`config.mk`:
```
export PLATFORM = sky130hd
export DESIGN_NAME = fetch_unit
export DESIGN_NICKNAME = d
export VERILOG_FILES = /design/src/rtl/custom_types_pkg.sv /design/src/rtl/fd_latch.sv /design/src/rtl/fetch_unit.sv
export SDC_FILE = /design/constraint.sdc
export NUM_CORES = 1
export LEC_CHECK = 0
export CAP_MARGIN = 10
export CORE_MARGIN = 3
export CORE_UTILIZATION = 55
export DETAILED_ROUTE_END_ITERATION = 10
export DONT_BUFFER_PORTS = 1
export PLACE_DENSITY_LB_ADDON = 0.25
export SETUP_SLACK_MARGIN = 0.2
export SLEW_MARGIN = 5
export SYNTH_ARGS = -nofsm -noshare
export SYNTH_HDL_FRONTEND = slang
export SYNTH_SLANG_ARGS = --single-unit
```
`constraint.sdc`:
```
create_clock -name CLK -period 4.8 [get_ports CLK]
set_clock_uncertainty 0.2 [all_clocks]
set_input_delay 0.72 -clock CLK [delete_from_list [all_inputs] [get_ports CLK]]
set_output_delay 0.72 -clock CLK [all_outputs]
set_load 0.1 [all_outputs]
```
`src/rtl/custom_types_pkg.sv`:
```
// Shared front-end types: machine word, fetch sequencer states and the HALT opcode.
package custom_types_pkg;
  typedef logic [31:0] word_t;
  typedef logic [5:0]  opcode_t;

  typedef enum logic [1:0] {
    FETCH      = 2'd0,
    REDIR_WAIT = 2'd1,
    HALTED     = 2'd2
  } fetch_state_t;

  localparam opcode_t HALT = 6'b111111;
endpackage

```
`src/rtl/fd_latch.sv`:
```
// IF/ID pipeline register: load on enable, synchronous flush clears only the valid bit.
module fd_latch
  import custom_types_pkg::*;
(
  input  logic  clk,
  input  logic  rst_n,
  input  logic  en,
  input  logic  flush,
  input  word_t instr_d,
  input  word_t pc_d,
  input  word_t npc_d,
  output word_t instr_q,
  output word_t pc_q,
  output word_t npc_q,
  output logic  valid_q
);

  // IF -> ID boundary
  always_ff @(posedge clk or negedge rst_n) begin
    if (!rst_n) begin
      instr_q <= '0;
      pc_q    <= '0;
      npc_q   <= '0;
      valid_q <= 1'b0;
    end else if (flush) begin
      valid_q <= 1'b0;
    end else if (en) begin
      instr_q <= instr_d;
      pc_q    <= pc_d;
      npc_q   <= npc_d;
      valid_q <= 1'b1;
    end
  end

endmodule

```
`src/rtl/fetch_unit.sv`:
```
// PC register, fetch sequencer and IF/ID latch for the 5-stage pipeline.
// Optional performance counters are built when FETCH_PERF_CNT_EN is defined.
module fetch_unit
  import custom_types_pkg::*;
#(
  parameter word_t   PC_RESET    = 32'h0000_0000,
  parameter opcode_t HALT_OPCODE = HALT
) (
  input  logic        CLK,
  input  logic        nRST,
  input  logic [3:0]  freeze,
  input  logic [3:0]  flush,
  input  logic        redirect_en,
  input  logic [31:0] redirect_pc,
  input  logic        mem_stall,
  input  logic        ihit,
  input  logic [31:0] imemload,
  output logic        imemREN,
  output logic [31:0] imemaddr,
  output logic [31:0] instr_fd,
  output logic [31:0] pc_fd,
  output logic [31:0] npc_fd,
  output logic        valid_fd,
  output logic        halted,
  output logic [31:0] fetch_count,
  output logic [31:0] stall_count
);

  fetch_state_t state;
  word_t        pc;
  word_t        saved_target;
  word_t        target;
  word_t        pc_plus4;
  logic         accept;
  logic         redir;
  logic         is_halt;
  logic         ld_fd;
  logic         fl_fd;
  logic         unused_bits;

  assign unused_bits = ^{freeze[2:0], flush[2:0], redirect_pc[1:0]};

  assign accept   = ihit & ~mem_stall & ~freeze[3];
  assign redir    = (flush[3] | redirect_en) & ~mem_stall;
  // A bare flush re-fetches from the current pc.
  assign target   = redirect_en ? {redirect_pc[31:2], 2'b00} : pc;
  assign pc_plus4 = pc + 32'd4;
  assign is_halt  = (imemload[31:26] == HALT_OPCODE);

  assign ld_fd = (state == FETCH) & accept & ~redir;
  assign fl_fd = ~mem_stall & (redir | (state == REDIR_WAIT));

  assign imemaddr = pc;
  assign imemREN  = (state != HALTED);
  assign halted   = (state == HALTED);

  always_ff @(posedge CLK or negedge nRST) begin
    if (!nRST) begin
      state        <= FETCH;
      pc           <= PC_RESET;
      saved_target <= '0;
    end else if (!mem_stall) begin
      case (state)
        FETCH: begin
          if (redir) begin
            if (ihit) begin
              pc <= target;
            end else begin
              saved_target <= target;
              state        <= REDIR_WAIT;
            end
          end else if (accept) begin
            if (is_halt) state <= HALTED;
            else         pc    <= pc_plus4;
          end
        end
        REDIR_WAIT: begin
          // The wrong-path miss completes before the address may move.
          if (ihit) begin
            pc    <= redir ? target : saved_target;
            state <= FETCH;
          end else if (redir) begin
            saved_target <= target;
          end
        end
        HALTED: begin
          if (redir) begin
            pc    <= target;
            state <= FETCH;
          end
        end
        default: state <= FETCH;
      endcase
    end
  end

  fd_latch u_fd_latch (
    .clk     (CLK),
    .rst_n   (nRST),
    .en      (ld_fd),
    .flush   (fl_fd),
    .instr_d (imemload),
    .pc_d    (pc),
    .npc_d   (pc_plus4),
    .instr_q (instr_fd),
    .pc_q    (pc_fd),
    .npc_q   (npc_fd),
    .valid_q (valid_fd)
  );

`ifdef FETCH_PERF_CNT_EN
  word_t fetch_cnt;
  word_t stall_cnt;

  function automatic word_t sat_inc(input word_t v);
    return (v == 32'hFFFF_FFFF) ? v : v + 32'd1;
  endfunction

  always_ff @(posedge CLK or negedge nRST) begin
    if (!nRST) begin
      fetch_cnt <= '0;
      stall_cnt <= '0;
    end else begin
      if (ld_fd)            fetch_cnt <= sat_inc(fetch_cnt);
      if (imemREN && !ihit) stall_cnt <= sat_inc(stall_cnt);
    end
  end

  assign fetch_count = fetch_cnt;
  assign stall_count = stall_cnt;
`else
  assign fetch_count = '0;
  assign stall_count = '0;
`endif

endmodule

```
# Yosys cells after proc, flatten, opt, wreduce, memory -nomap -nowiden
# Cells that the tools add are included.
# totals
register_bits,163
out_inout_bits,195
word_cells,64
in_bits,77
# classes
muxes,22
n_bitwise,12
n_addsub,1
n_reduce_logical,8
n_eq_ne,14
# op_table
cell,n
two-way mux 32 bit,11
one-hot mux 32 bit (3 select lines),1
one-hot mux 32 bit (2 select lines),1
"adder 32 x 3 -> 32 bit, second input constant",1
"!= test 3 bit, second input constant",5
two-way mux 2 bit,6
"!= test 2 bit, second input constant",5
AND reduction 7 bit,1
bitwise AND 1 bit,6
"== test 6 bit, second input constant",1
one-hot mux 2 bit (3 select lines),1
AND reduction 6 bit,1
AND reduction 5 bit,1
NOT 1 bit,4
nonzero test 2 bit,2
nonzero test 3 bit,1
"== test 2 x 1 -> 1 bit, second input constant",1
"== test 2 bit, second input constant",1
zero test 2 bit,1
two-way mux 1 bit,2
"!= test 2 x 1 -> 1 bit, second input constant",1
OR 1 bit,2
AND reduction 2 bit,1

# Longest topological paths before layout
# Gate-level depths: netlist (run 1).
# logic_depth
depth_word,7
depth_mapped,9
depth_no_buf,7

# By module
# Synthesis (run 1) repeated with hierarchy kept, for this count alone.
# hier_totals
hier_cells,907
area_unflattened_um2,9457.8
# by_module_without_submodules
module,area_each_um2,cells_per_inst,instances,seq_area_each_um2
fetch_unit,5646.7,700,1,1651.6
fd_latch,3811.2,207,1,2427.3

# Least setup slack after synthesis (run 1)
# Ideal clock, no wire load.
# synth_timing
path_type,register -> register
from,register state[0]
to,"register pc[11], in the netlist imemaddr[11]"
synth_period_minus_slack_ns,3.350
setup_slack_ns,1.450
n_path_buf,2
arrival_time_ns,3.029
path_stages_with_launch,9
t_required_ns,4.479
setup_ns,0.121
path_cell_list,dfrtp_1 -> inv_1 -> ha_1 -> clkbuf_1 -> inv_1 -> clkbuf_1 -> o21ai_0 -> o32a_1 -> o22a_1
# synth_via
elab_chain_len,3
word_cells_on_any_way,11
classes_between,eq/ne (7); mux (1); reduce/logical (3)
# synth_rtl
element,line,text
from (decl),fetch_unit.sv:29,fetch_state_t state;
from (signal assigned),fetch_unit.sv:59,state <= FETCH;
from (signal assigned),fetch_unit.sv:70,state <= REDIR_WAIT;
from (signal assigned),fetch_unit.sv:73,if (is_halt) state <= HALTED;
== test 2 bit *,--,
net halted,fetch_unit.sv:24,"output logic halted,"
!= test 2 x 1 -> 1 bit (no source line) or nonzero test 3 bit (tied branches),--,
AND reduction 7 bit (no source line),--,
to (signal assigned),fetch_unit.sv:67,pc <= target;
to (signal assigned),fetch_unit.sv:74,else pc <= pc_plus4;
to (signal assigned),fetch_unit.sv:80,pc <= redir ? target : saved_target;
to (decl),fetch_unit.sv:30,word_t pc;
# Mark *: on every way through the listed nets, which the timed path passes. The rest lies on a longest branch.
# A chain may end at the register's enable or synchronous reset.

# Worst setup path in the final report (run 1)
# layout_timing
from,register state[0]
to,output imemREN
# layout_via
elab_chain_len,1
# layout_rtl
element,line,text
!= test 2 bit,fetch_unit.sv:54,assign imemREN = (state != HALTED);
to (decl),fetch_unit.sv:18,"output logic imemREN,"
# No other way between the ends.

==> results of run 1 <==
routing by layer:
layer | GRT usage | routed length, µm
met1 | 0.3238 | 9203
met2 | 0.3950 | 10570
met3 | 0.07601 | 2367
met4 | 0.06957 | 358
met5 | 0 | 0
cells in the mapped netlist (all sizes together) (6+ instances only):
library cell | count | area, µm²
a21oi | 36 | 180.2
nor2 | 38 | 145.1
and2 | 6 | 37.54
buf | 101 | 693.2
nor3 | 9 | 50.05
a31oi | 13 | 81.33
o31ai | 6 | 45.04
a221oi | 9 | 78.83
mux2i | 17 | 170.2
nand3 | 26 | 130.1
a21o | 7 | 52.55
nand4 | 12 | 81.33
clkbuf | 47 | 177.7
mux2 | 84 | 1021
xor2 | 13 | 113.9
o211ai | 7 | 52.55
xnor2 | 15 | 131.4
o21ai | 80 | 400.4
dfrtp | 161 | 4029
nand2b | 7 | 43.79
and3 | 7 | 43.79
a2bb2oi | 6 | 52.55
nand2 | 126 | 473.0
inv | 7 | 26.28
cell families after synthesis:
group / count (synthesis) / share of synthesized area
AND/OR/NAND/NOR: 250 / 0.1300
AO/OA/AOI/OAI: 225 / 0.1626
flip-flops: 161 / 0.4430
buffers and inverters: 156 / 0.09906
multiplexers: 101 / 0.1310
XOR/XNOR: 28 / 0.02697
adder cells (fa/ha/maj): 5 / 0.006879
other: 1 / 0.0004124
final cells by class:
type | count | area, µm²
Fill cell | 1390 | 6385
Multi-Input combinational cell | 673 | 4424
Sequential cell | 161 | 4031
Clock buffer | 18 | 439.2
Timing Repair Buffer | 38 | 297.8
Tap cell | 216 | 270.3
Clock inverter | 14 | 180.2
Inverter | 8 | 30.03
stage by stage:
stage / cell area [µm²] / instances / util / worst slack [ps]
2_1_floorplan: 9330 / 990 / - / 1450
3_3_place_gp: 9054 / 1096 / 0.5638 / 1760
3_5_place_dp: 9054 / 1096 / 0.5638 / 1725
4_1_cts: 9673 / 1128 / 0.6024 / 1495
5_1_grt: 9673 / 1128 / 0.6024 / 1348
6_report: 9673 / 1128 / 0.6024 / 1440
worst max-delay path: cells and delay by family (launching register included):
family / cells / cell delay [ps]
flops: 1 / 430
buf+inv: 3 / 650
fa+ha+maj: 1 / 920
path summary, 6_finish.rpt:
check | start | end | depth (start not counted)
min | nRST | u_fd_latch.instr_q[22] | 0
max reg2reg | state[0] | imemaddr[23] | 7
max | state[0] | imemREN | 4
min reg2reg | saved_target[3] | saved_target[3] | 2
min in group CLK | imemload[5] | u_fd_latch.instr_q[5] | 1
max in group asynchronous | nRST | saved_target[28] | 0
registers in the layout, indices dropped and copies added, names as in the netlist:
signal / cells
saved_target: 32
imemaddr: 32
state: 2
u_fd_latch.pc_q: 30
u_fd_latch.npc_q: 32
u_fd_latch.instr_q: 32
u_fd_latch.valid_q: 1
==> flow_metrics.env, run 1 <==
export IMPL_crit_path_frequent_cell="inv_1"
export IMPL_hold_ws_ps=-211.1
export IMPL_grt_pass1_wl_mm=35.62
export IMPL_port_buffers=0
export IMPL_synth_edf_count=0
export IMPL_htreeDepth=4
export IMPL_hold_path_class="in2async"
export IMPL_io_pins=272
export IMPL_vias=6783
export IMPL_ys_flop_type="dfrtp_1"
export IMPL_grt_pass1_vias=6489
export IMPL_core_area_mm2=0.01606
export IMPL_period_share=0.7001
export IMPL_synth_cell_types=73
export IMPL_worst_slew_pin_slew_ps=1130
export IMPL_drt_iter0_drc=527
export IMPL_yosysWarnings=0
export IMPL_crit_required_ps=3880
export IMPL_grt_max_degree=162
export IMPL_fin_nets=981
export IMPL_wl_per_cell_um=19.94
export IMPL_synthArstFlopShare=1.000
export IMPL_outcome="finished with violations"
export IMPL_final_cell_mix="dfrtp_1 (159), nand2_1 (126), o21ai_0 (77), mux2_2 (64), conb_1 (64)"
export IMPL_violations="negative hold slack"
export IMPL_worstPathCellList="inv_1 > ha_2 > inv_1 > buf_4"
export IMPL_cts_clk_slew_worst_paths_ps=60
export IMPL_slew_violations=0
export IMPL_dieArea_mm2=0.01811
export IMPL_cts_root_buf="clkbuf_16"
export IMPL_num_antenna_cells=0
export IMPL_cts_resized=0
export IMPL_initial_core_util=0.5663
export IMPL_hold_viol=161
export IMPL_layout_commonest_cell="dfrtp_1"
export IMPL_core_rowCount=46
export IMPL_grt_usage=0.2455
export IMPL_die_w_um=134.6
export IMPL_timing_final_crit_period_ps=3361
export IMPL_dieHeight_um=134.6
export IMPL_start_kind="register"
export IMPL_syn_area_mm2=0.009094
export IMPL_critical_path_slowest_cell="ha_2"
export IMPL_clock_sinks=161
export IMPL_r2r_slack_ps=1640
export IMPL_routed_wl_mm=22.50
export IMPL_setup_tns_final_ps=0
export IMPL_antenna_found_initial=0
export IMPL_worst_path_max_fanout=21
export IMPL_drc=0
export IMPL_area_delta_synth_final_pct=6.370
export IMPL_cts_tree="built"
export IMPL_first_pass_iters=6
export IMPL_end_kind="output port"
export IMPL_drive_above_1_share=0.1897
export IMPL_cpPeakStageDelay_ps=920
export IMPL_ant_nets=0
export IMPL_fmax_mhz=297.6
export IMPL_grt_setup_unrepaired="false"
export IMPL_viasPerCell=6.013
export IMPL_ys_seq_area_frac=0.4430
export IMPL_worstPathArrival_ps=2440
export IMPL_slew_headroom=0.2468
export IMPL_grt_ovfl_total=0
export IMPL_numCtsBuffers=17
export IMPL_synth_seq_cells=161
export IMPL_cts_buffer_depth=2
export IMPL_worstSkewPairLatency_ps=420
export IMPL_post_dp_hpwl_mm=14.48
export IMPL_post_cts_buffers=0
export IMPL_avgSynthCellArea_um2=9.810
export IMPL_routabilityCongestion=0.8176
export IMPL_path_class="reg2out"
export IMPL_setup_violations=0
export IMPL_drv_cap=0
export IMPL_syn_inst=927
Power of run 1 is left out: the tool's default activity adds up to more than one toggle a clock period on the data nets, which glitch-free logic cannot reach.
==> inputs of run 2 (changes only) <==
==> constraint.sdc (replaced) <==
create_clock -name CLK -period 3.4 [get_ports CLK]
set_clock_uncertainty 0.2 [all_clocks]
set_input_delay 0.51 -clock CLK [delete_from_list [all_inputs] [get_ports CLK]]
set_output_delay 0.51 -clock CLK [all_outputs]
set_load 0.1 [all_outputs]
==> run 2 against run 1 <==
The flow still finishes with violations (negative hold slack). First-iteration DRC count is 1.7% lower. Wire length is 2.7% higher. Non-clock buffer count is 11 higher. Hold slack worse by 220 ps. Final area is 0.85% higher. Largest cell class unchanged.
==> flow_metrics.env, run 2 (synthesis results as in run 1) <==
export IMPL_grt_pass1_wl_mm=36.74
export IMPL_drive_above_1_share=0.1993
export IMPL_grt_pass1_vias=6749
export IMPL_r2r_end="imemaddr[0]"
export IMPL_grt_setup_unrepaired="false"
export IMPL_cts_clk_slew_worst_paths_ps=70
export IMPL_start_kind="register"
export IMPL_path_class="reg2out"
export IMPL_dieHeight_um=134.6
export IMPL_port_buffers=0
export IMPL_end_kind="output port"
export IMPL_vias=6820
export IMPL_htreeDepth=4
export IMPL_io_pins=272
export IMPL_fin_nets=992
export IMPL_cpPeakStageDelay_ps=560
export IMPL_setup_tns_final_ps=0
export IMPL_hold_path_class="in2async"
export IMPL_top_layer_used="met5"
export IMPL_wl_met2_mm=10.88
export IMPL_hold_viol=161
export IMPL_layout_commonest_cell="dfrtp_1"
export IMPL_reg2regPathDepth=7
export IMPL_routed_wl_met3_mm=2.290
export IMPL_cts_tree="built"
export IMPL_wl_per_cell_um=20.28
export IMPL_post_dp_hpwl_mm=15.09
export IMPL_core_rowCount=46
export IMPL_drc=0
export IMPL_cts_resized=0
export IMPL_worst_path_max_fanout=21
export IMPL_routabilityCongestion=0.8278
export IMPL_setup_worst_path_start="state[0]"
export IMPL_dieArea_mm2=0.01811
export IMPL_cts_buffer_depth=2
export IMPL_slew_headroom=0.3352
export IMPL_worst_slew_pin_slew_ps=997.2
export IMPL_cts_root_buf="clkbuf_16"
export IMPL_violations="negative hold slack"
export IMPL_critical_path_slowest_cell="ha_2"
export IMPL_worstPathCellList="inv_1 > ha_2 > inv_1 > buf_4"
export IMPL_drv_cap=0
export IMPL_antenna_found_initial=1
export IMPL_crit_path_frequent_cell="inv_1"
export IMPL_clock_sinks=161
export IMPL_final_cell_mix="dfrtp_1 (159), nand2_1 (126), o21ai_0 (77), mux2_2 (64), conb_1 (64)"
export IMPL_post_cts_buffers=0
export IMPL_routed_wl_mm=23.10
export IMPL_numCtsBuffers=17
export IMPL_ant_nets=0
export IMPL_grt_ovfl_total=0
export IMPL_grt_max_degree=162
export IMPL_slew_violations=0
export IMPL_area_delta_synth_final_pct=7.279
export IMPL_viasPerCell=5.988
export IMPL_r2r_slack_ps=520
export IMPL_worstPathArrival_ps=2330
export IMPL_timing_final_crit_period_ps=3036
export IMPL_first_pass_iters=5
export IMPL_core_area_mm2=0.01606
export IMPL_setup_violations=0
export IMPL_num_antenna_cells=0
export IMPL_r2r_start="state[0]"
export IMPL_crit_required_ps=2690
export IMPL_grt_usage=0.2533
export IMPL_period_share=0.8930
export IMPL_worstSkewPairLatency_ps=430
export IMPL_hold_ws_ps=-429.0
export IMPL_initial_core_util=0.5663
export IMPL_drt_iter0_drc=518
export IMPL_fill_cells=1368
export IMPL_outcome="finished with violations"
export IMPL_crit_end="imemREN"
export IMPL_wl_met1_mm=9.590
export IMPL_fmax_mhz=329.4
export IMPL_die_w_um=134.6
run 2: area by class of cell:
cell class,instances,area (µm²),share of cell area
Sequential cell,161,4031,0.4132
Clock buffer,18,439.2,0.04502
Clock inverter,14,180.2,0.01847
Inverter,8,30.03,0.003078
Tap cell,216,270.3,0.02770
Multi-Input combinational cell,673,4424,0.4535
Timing Repair Buffer,49,380.4,0.03899
run 2: critical path: cells and delay by family, from the launching register on:
family	cells	cell delay, ps
adder cells (fa/ha/maj)	1	560
buffers and inverters	3	890
flip-flops	1	430
run 2: per-stage QoR:
step,util,worst slack (ps),cells,cell area [µm²]
floorplan,-,326.4,990,9331
global placement,0.5690,625.4,1107,9136
detailed placement,0.5690,558.2,1107,9136
CTS,0.6075,403.8,1139,9756
global route,0.6075,312.8,1139,9756
finish,0.6075,364.0,1139,9756
run 2: worst min path at each step:
| stage | from | end | cells after the start |
|---|---|---|---|
| global route | nRST | u_fd_latch.instr_q[21] | 0 |
| detailed placement | nRST | u_fd_latch.instr_q[24] | 0 |
| CTS | nRST | u_fd_latch.instr_q[24] | 0 |
| global placement | nRST | u_fd_latch.instr_q[24] | 0 |
| floorplan | nRST | imemaddr[0] | 0 |
| finish | nRST | u_fd_latch.instr_q[24] | 0 |
run 2: per-layer routing:
metal | GRT usage | vias to the layer above
met5 | 0 | -
li1 | - | 3134
met1 | 0.3424 | 3318
met4 | 0.06844 | 2
met3 | 0.07452 | 29
met2 | 0.4020 | 337
Power of run 2 is left out for the same reason.
